**config.mk**
```make
export PLATFORM = sky130hd
export DESIGN_NAME = jmb_scanline_output_packer
export DESIGN_NICKNAME = d
export VERILOG_FILES = /design/src/rtl/jmb_scanline_output_packer.sv
export SDC_FILE = /design/constraint.sdc
export NUM_CORES = 2
export LEC_CHECK = 0
export CAP_MARGIN = 20
export CELL_PAD_IN_SITES_DETAIL_PLACEMENT = 1
export CELL_PAD_IN_SITES_GLOBAL_PLACEMENT = 1
export CORE_ASPECT_RATIO = 0.6
export CORE_MARGIN = 2
export CORE_UTILIZATION = 35
export CTS_BUF_LIST = sky130_fd_sc_hd__clkbuf_16
export DETAILED_ROUTE_END_ITERATION = 12
export PLACE_DENSITY_LB_ADDON = 0.1
export SLEW_MARGIN = 15
export SYNTH_ARGS = -nofsm -noshare
export SYNTH_HDL_FRONTEND = slang
export SYNTH_SLANG_ARGS = --single-unit
```
**constraint.sdc**
```tcl
create_clock -name clock -period 7.72 [get_ports clock]
set_input_delay 1.158 -clock clock [delete_from_list [all_inputs] [get_ports clock]]
set_output_delay 1.158 -clock clock [all_outputs]
set_load 0.02 [all_outputs]
```
**src/rtl/jmb_scanline_output_packer.sv**
```systemverilog
// Output end of the scanline filter path: counts the filtered output window, packs
// four pixels per 32-bit word and hands words downstream through a first-word-fall-through FIFO.
module jmb_scanline_output_packer #(
  parameter int KERNEL_SIZE = 3,
  parameter int FIFO_DEPTH  = 8
) (
  input  logic        clock,
  input  logic        reset,
  input  logic        enable,
  input  logic [31:0] width,
  input  logic [31:0] height,
  input  logic [7:0]  pixel_in,
  input  logic        pixel_valid,
  output logic [31:0] word_out,
  output logic        word_valid,
  input  logic        word_ready,
  output logic        word_last,
  output logic        busy,
  output logic        frame_done,
  output logic        overflow
);

  localparam int          AW       = $clog2(FIFO_DEPTH);
  localparam logic [31:0] K        = 32'(KERNEL_SIZE);
  localparam logic [AW:0] FULL_CNT = (AW+1)'(FIFO_DEPTH);

  typedef enum logic [1:0] {S_IDLE, S_RUN, S_FLUSH, S_DONE} state_t;

  state_t      state_q, state_d;
  logic        armed_q;
  logic [31:0] total_q;
  logic [31:0] pix_cnt_q;
  logic [31:0] pack_q;
  logic [31:0] stage_word_q;
  logic        stage_valid_q;
  logic        stage_last_q;
  logic        overflow_q;
  logic        frame_done_q;
  logic [AW:0] wr_ptr_q, rd_ptr_q;
  logic [32:0] mem [FIFO_DEPTH];

  logic [31:0] total_c;
  logic [31:0] packed_c;
  logic [1:0]  lane;
  logic        start, abort, accept, last_pix;
  logic [AW:0] fifo_cnt;
  logic        fifo_empty, fifo_full;
  logic        pop, push_ok, push_drop;
  logic [32:0] head;

  always_comb begin
    total_c = '0;
    if (width >= K && height >= K)
      total_c = (width - K + 32'd1) * (height - K + 32'd1);
  end

  assign start    = (state_q == S_IDLE) && enable && armed_q;
  assign abort    = ((state_q == S_RUN) || (state_q == S_FLUSH)) && !enable;
  assign accept   = (state_q == S_RUN) && enable && pixel_valid;
  // Lane follows the running pixel count so packing stays continuous across lines.
  assign lane     = pix_cnt_q[1:0];
  assign last_pix = ((pix_cnt_q + 32'd1) == total_q);

  always_comb begin
    packed_c = pack_q;
    packed_c[{lane, 3'b000} +: 8] = pixel_in;
  end

  assign fifo_cnt   = wr_ptr_q - rd_ptr_q;
  assign fifo_empty = (fifo_cnt == '0);
  assign fifo_full  = (fifo_cnt == FULL_CNT);
  assign pop        = !fifo_empty && word_ready;
  // A full FIFO still accepts the staged word when the head leaves in the same cycle.
  assign push_ok    = stage_valid_q && (!fifo_full || pop) && !abort;
  assign push_drop  = stage_valid_q && fifo_full && !pop && !abort;

  always_ff @(posedge clock or posedge reset) begin
    if (reset) state_q <= S_IDLE;
    else       state_q <= state_d;
  end

  always_comb begin
    state_d = state_q;
    unique case (state_q)
      S_IDLE:  if (start) state_d = (total_c == '0) ? S_DONE : S_RUN;
      S_RUN: begin
        if (!enable)                state_d = S_IDLE;
        else if (accept && last_pix) state_d = S_FLUSH;
      end
      S_FLUSH: begin
        if (!enable)                          state_d = S_IDLE;
        else if (!stage_valid_q && fifo_empty) state_d = S_DONE;
      end
      S_DONE:  state_d = S_IDLE;
      default: state_d = S_IDLE;
    endcase
  end

  always_ff @(posedge clock or posedge reset) begin
    if (reset) begin
      armed_q       <= 1'b1;
      total_q       <= '0;
      pix_cnt_q     <= '0;
      pack_q        <= '0;
      stage_word_q  <= '0;
      stage_valid_q <= 1'b0;
      stage_last_q  <= 1'b0;
      overflow_q    <= 1'b0;
      frame_done_q  <= 1'b0;
      wr_ptr_q      <= '0;
      rd_ptr_q      <= '0;
    end else begin
      // A new frame needs enable to be seen low after the previous start.
      if (!enable)    armed_q <= 1'b1;
      else if (start) armed_q <= 1'b0;
      frame_done_q  <= (state_q == S_DONE);
      stage_valid_q <= 1'b0;
      if (start) begin
        total_q    <= total_c;
        pix_cnt_q  <= '0;
        pack_q     <= '0;
        overflow_q <= 1'b0;
      end
      if (abort) begin
        pack_q    <= '0;
        pix_cnt_q <= '0;
        wr_ptr_q  <= '0;
        rd_ptr_q  <= '0;
      end else begin
        if (accept) begin
          pix_cnt_q <= pix_cnt_q + 32'd1;
          if (lane == 2'd3 || last_pix) begin
            stage_word_q  <= packed_c;
            stage_last_q  <= last_pix;
            stage_valid_q <= 1'b1;
            pack_q        <= '0;
          end else begin
            pack_q <= packed_c;
          end
        end
        if (push_ok)   wr_ptr_q   <= wr_ptr_q + 1'b1;
        if (pop)       rd_ptr_q   <= rd_ptr_q + 1'b1;
        if (push_drop) overflow_q <= 1'b1;
      end
    end
  end

  always_ff @(posedge clock) begin
    if (push_ok) mem[wr_ptr_q[AW-1:0]] <= {stage_last_q, stage_word_q};
  end

  assign head       = mem[rd_ptr_q[AW-1:0]];
  assign word_valid = !fifo_empty;
  assign word_out   = word_valid ? head[31:0] : '0;
  assign word_last  = word_valid && head[32];
  assign busy       = (state_q == S_RUN) || (state_q == S_FLUSH);
  assign frame_done = frame_done_q;
  assign overflow   = overflow_q;

endmodule

```
==> key figures <==
Setup path
  – Worst-path fanout max: 3
  – Worst path required time: 8.15 ns
  – Critical Path Source Type: primary input
  – Setup CP Type: in -> reg
  – Slowest-stage cell, CP: or4b_4
  – CP endpoint kind: register
  – Crit path from: width[19]
  – R2R Setup Slk: 2.23 ns
  – Worst Path Arrival: 9.54 ns
  – Most used cell, CP: fa_1
  – Reg2reg start: pix_cnt_q[0]$_DFFE_PP0P_
  – Worst stage delay on the critical path: 0.61 ns

Drt
  – Total Routed Length: 133 mm
  – Iteration-0 DRC Markers: 2,107
  – Drt via density: 5.28
  – Via Count: 26,900
  – First-pass iteration count of the detailed router: 8
  – Post-DRT Antenna Nets: 0
  – DRC: 0
  – WL/cell: 26.1 µm

Timing
  – Slew @ Worst Pin: 1.00 ns
  – Final setup fails: 18
  – Endpoints failing hold: 0
  – Clock skew: 0.0283 ns
  – Tmin final: 9.10 ns
  – Setup tns final: -11.44 ns
  – Final critical-path share of the clock period: 118%
  – RSZ-0062 raised after global routing: true
  – Slew Viols, Final: 0
  – Slew headroom: 33.4%
  – Setup slack after layout: -1.38 ns
  – Max Clock Freq: 110 MHz

Synth
  – Post-synthesis xor/xnor area fraction: 5.57%
  – Syn Nets: 3,759
  – Post-Syn Instances: 3,133
  – Synth async-reset ratio: 35.1%
  – Post-Synth Simple-Gate Area: 14.5%
  – Number of synthesized register bits: 407
  – Synth Area in Compound Gates: 7.25%
  – Syn_area_per_cell: 10.9 µm²
  – Post-synthesis adder-cell area fraction: 29.2%
  – Part of the Yosys area used for sequential elements: 33.8%
  – Largest family of logic cells by synthesized area: adder cells
  – Synth area leaders: fa_1 24%, edfxtp_1 23%, dfrtp_1 10%, ha_1 5.2%, nand2_1 4.7%
  – Main synth FF type: edfxtp_1
  – Commonest cells in the netlist: 428 x nand2_1, 408 x fa_1, 313 x inv_1
  – Yosys top cell area share: 24.0%
  – Cell taking the most area after synthesis: fa_1
  – Top-count cell post-synth: nand2_1
  – EDFF count, synth: 264
  – Post-Syn Area: 34,100 µm²
  – Post-synth cell types: 72
  – Ys Warns: 0
  – Mux contribution to synthesized area: 4.63%

Hold path
  – Hold path startpoint: pack_q[29]$_DFFE_PP0P_
  – Hold Path Class: reg -> reg

Floorplanning
  – Core Region: 96,200 µm²
  – Row count: 88
  – Die W: 407 µm
  – Die Ht: 246 µm
  – I/O pin cnt: 114
  – Starting Density: 35.4%
  – Die Area: 99,900 µm²

Clocking
  – CTS tree: built
  – CTS Buf Count: 35
  – Clock tree buffer depth: 3
  – Skew-Pair Late Insertion Delay: 0.55 ns
  – Root Driver: clkbuf_16
  – H-tree depth: 2
  – Clk sinks: 407
  – Hold-fix buffers at CTS: 0
  – Worst-path clk slew: 0.07 ns

Place
  – DP Wirelength: 103 mm
  – Port Buffers: 113
  – Placed cell count: 4,905
  – Placed cell areas: 41,100 µm²
  – Routability cong.: 0.949

Global routing
  – Total gr overflow: 0
  – Vias in the first global route: 29,000
  – Overall Global Routing Usage: 26.8%
  – First-pass GRT wire length: 196 mm
  – Initial antenna violation count: 4
  – Largest net degree at the start of global routing: 93

Layout
  – P&R area growth vs syn: 32.7%
  – Fin area: 45,200 µm²
  – Util after Layout: 47.0%
  – Fin cells: 5,103
  – Nets: 4,398
  – Layout cell share with drive strength beyond 1: 31.1%

Status
  – Violated checks: setup timing
  – Outcome: complete, but fails checks

Run
  – Max_cap viols: 0
## worst max-delay path: cells and delay by family
kind | cells | cell delay [ns]
muxes | 1 | 0.28
xor gates and xnor gates | 9 | 1.90
buffers and inverters | 3 | 0.18
adders and majority gates | 8 | 3.98
and+or+nand+nor | 6 | 2.00
## path summary, 6_finish.rpt
path | end | cells after the start
max reg2reg | state_q[1]$_DFFE_PP0P_ | 11
min reg2reg | pack_q[29]$_DFFE_PP0P_ | 1
min | pack_q[29]$_DFFE_PP0P_ | 1
max | total_q[31]$_DFFE_PP0P_ | 27
max in group asynchronous | stage_word_q[5]$_DFFE_PP0P_ | 3
min in group asynchronous | wr_ptr_q[3]$_DFFE_PP0P_ | 2
## per-layer routing
layer	global-route usage (%)	up-vias	share of wire [%]
met1	43.8	14300	51
met5	0	-	0
li1	-	11800	-
met2	34.7	803	39
met3	8.86	79	9.9
met4	2.06	0	0.66
## final cells by class
class                      instances  area, µm²
antenna                            1       2.50
clock buffer                      35        876
clock inverter                    27        324
fill                           10400      51000
inverter                         315       1210
multi-input combinational       2259      22900
sequential                       407      11500
tap                             1305       1630
timing repair buffer             754       6780
## what timing repair did
item	4_1_cts	5_1_grt
pin swaps	167	181
gates resized for setup	379	189
gates cloned	2	1
endpoints found under the setup margin	23	21
buffers inserted	94	52
## flip-flops by register name, indices dropped and copies added (netlist names)
register       count
armed_q            1
frame_done         1
mem              264
overflow           1
pack_q            32
pix_cnt_q         32
rd_ptr_q           4
stage_last_q       1
stage_valid_q      1
stage_word_q      32
state_q            2
total_q           32
wr_ptr_q           4
## through the flow
step           setup WS (ns)  hold slack (ns)
3_5_place_dp           -2.60            0.474
6_report               -1.38            0.499
3_3_place_gp           -2.43            0.474
4_1_cts                -1.42            0.500
2_1_floorplan          -1.23            0.458
5_1_grt                -1.52            0.511
## placed cells by master, fill, tap and decap left out, drive strengths merged, types with 7 or more instances in the layout
master / n
o21ai: 85
xnor3: 15
a31oi: 9
xor2: 71
nand2: 428
o31ai: 27
nand4: 20
clkinv: 19
nor3: 32
nor4: 31
nor3b: 8
nand2b: 39
and3: 13
dfrtp: 142
clkdlybuf4s50: 71
nor2b: 54
xnor2: 107
a21o: 11
and2: 58
a22o: 45
buf: 657
inv: 317
mux4: 66
nand3: 39
mux2i: 7
edfxtp: 264
or2: 14
nor2: 245
o41ai: 7
or4: 17
dlygate4sd2: 9
or3: 19
clkbuf: 44
a21oi: 151
nor4b: 9
ha: 141
fa: 408
## cell families (layout without fill, tap and decap cells)
group,after synthesis,count (layout)
AOI/OAI and AO/OA,394,394
other,0,1
adders and majority gates,549,549
muxes,75,75
DFF,407,407
xor gates and xnor gates,193,193
and+or+nand+nor,1048,1048
buffers and inverters,467,1131
Power is not shown: default switching activity piles up to over one toggle a cycle in this logic, so the estimate is an artifact.
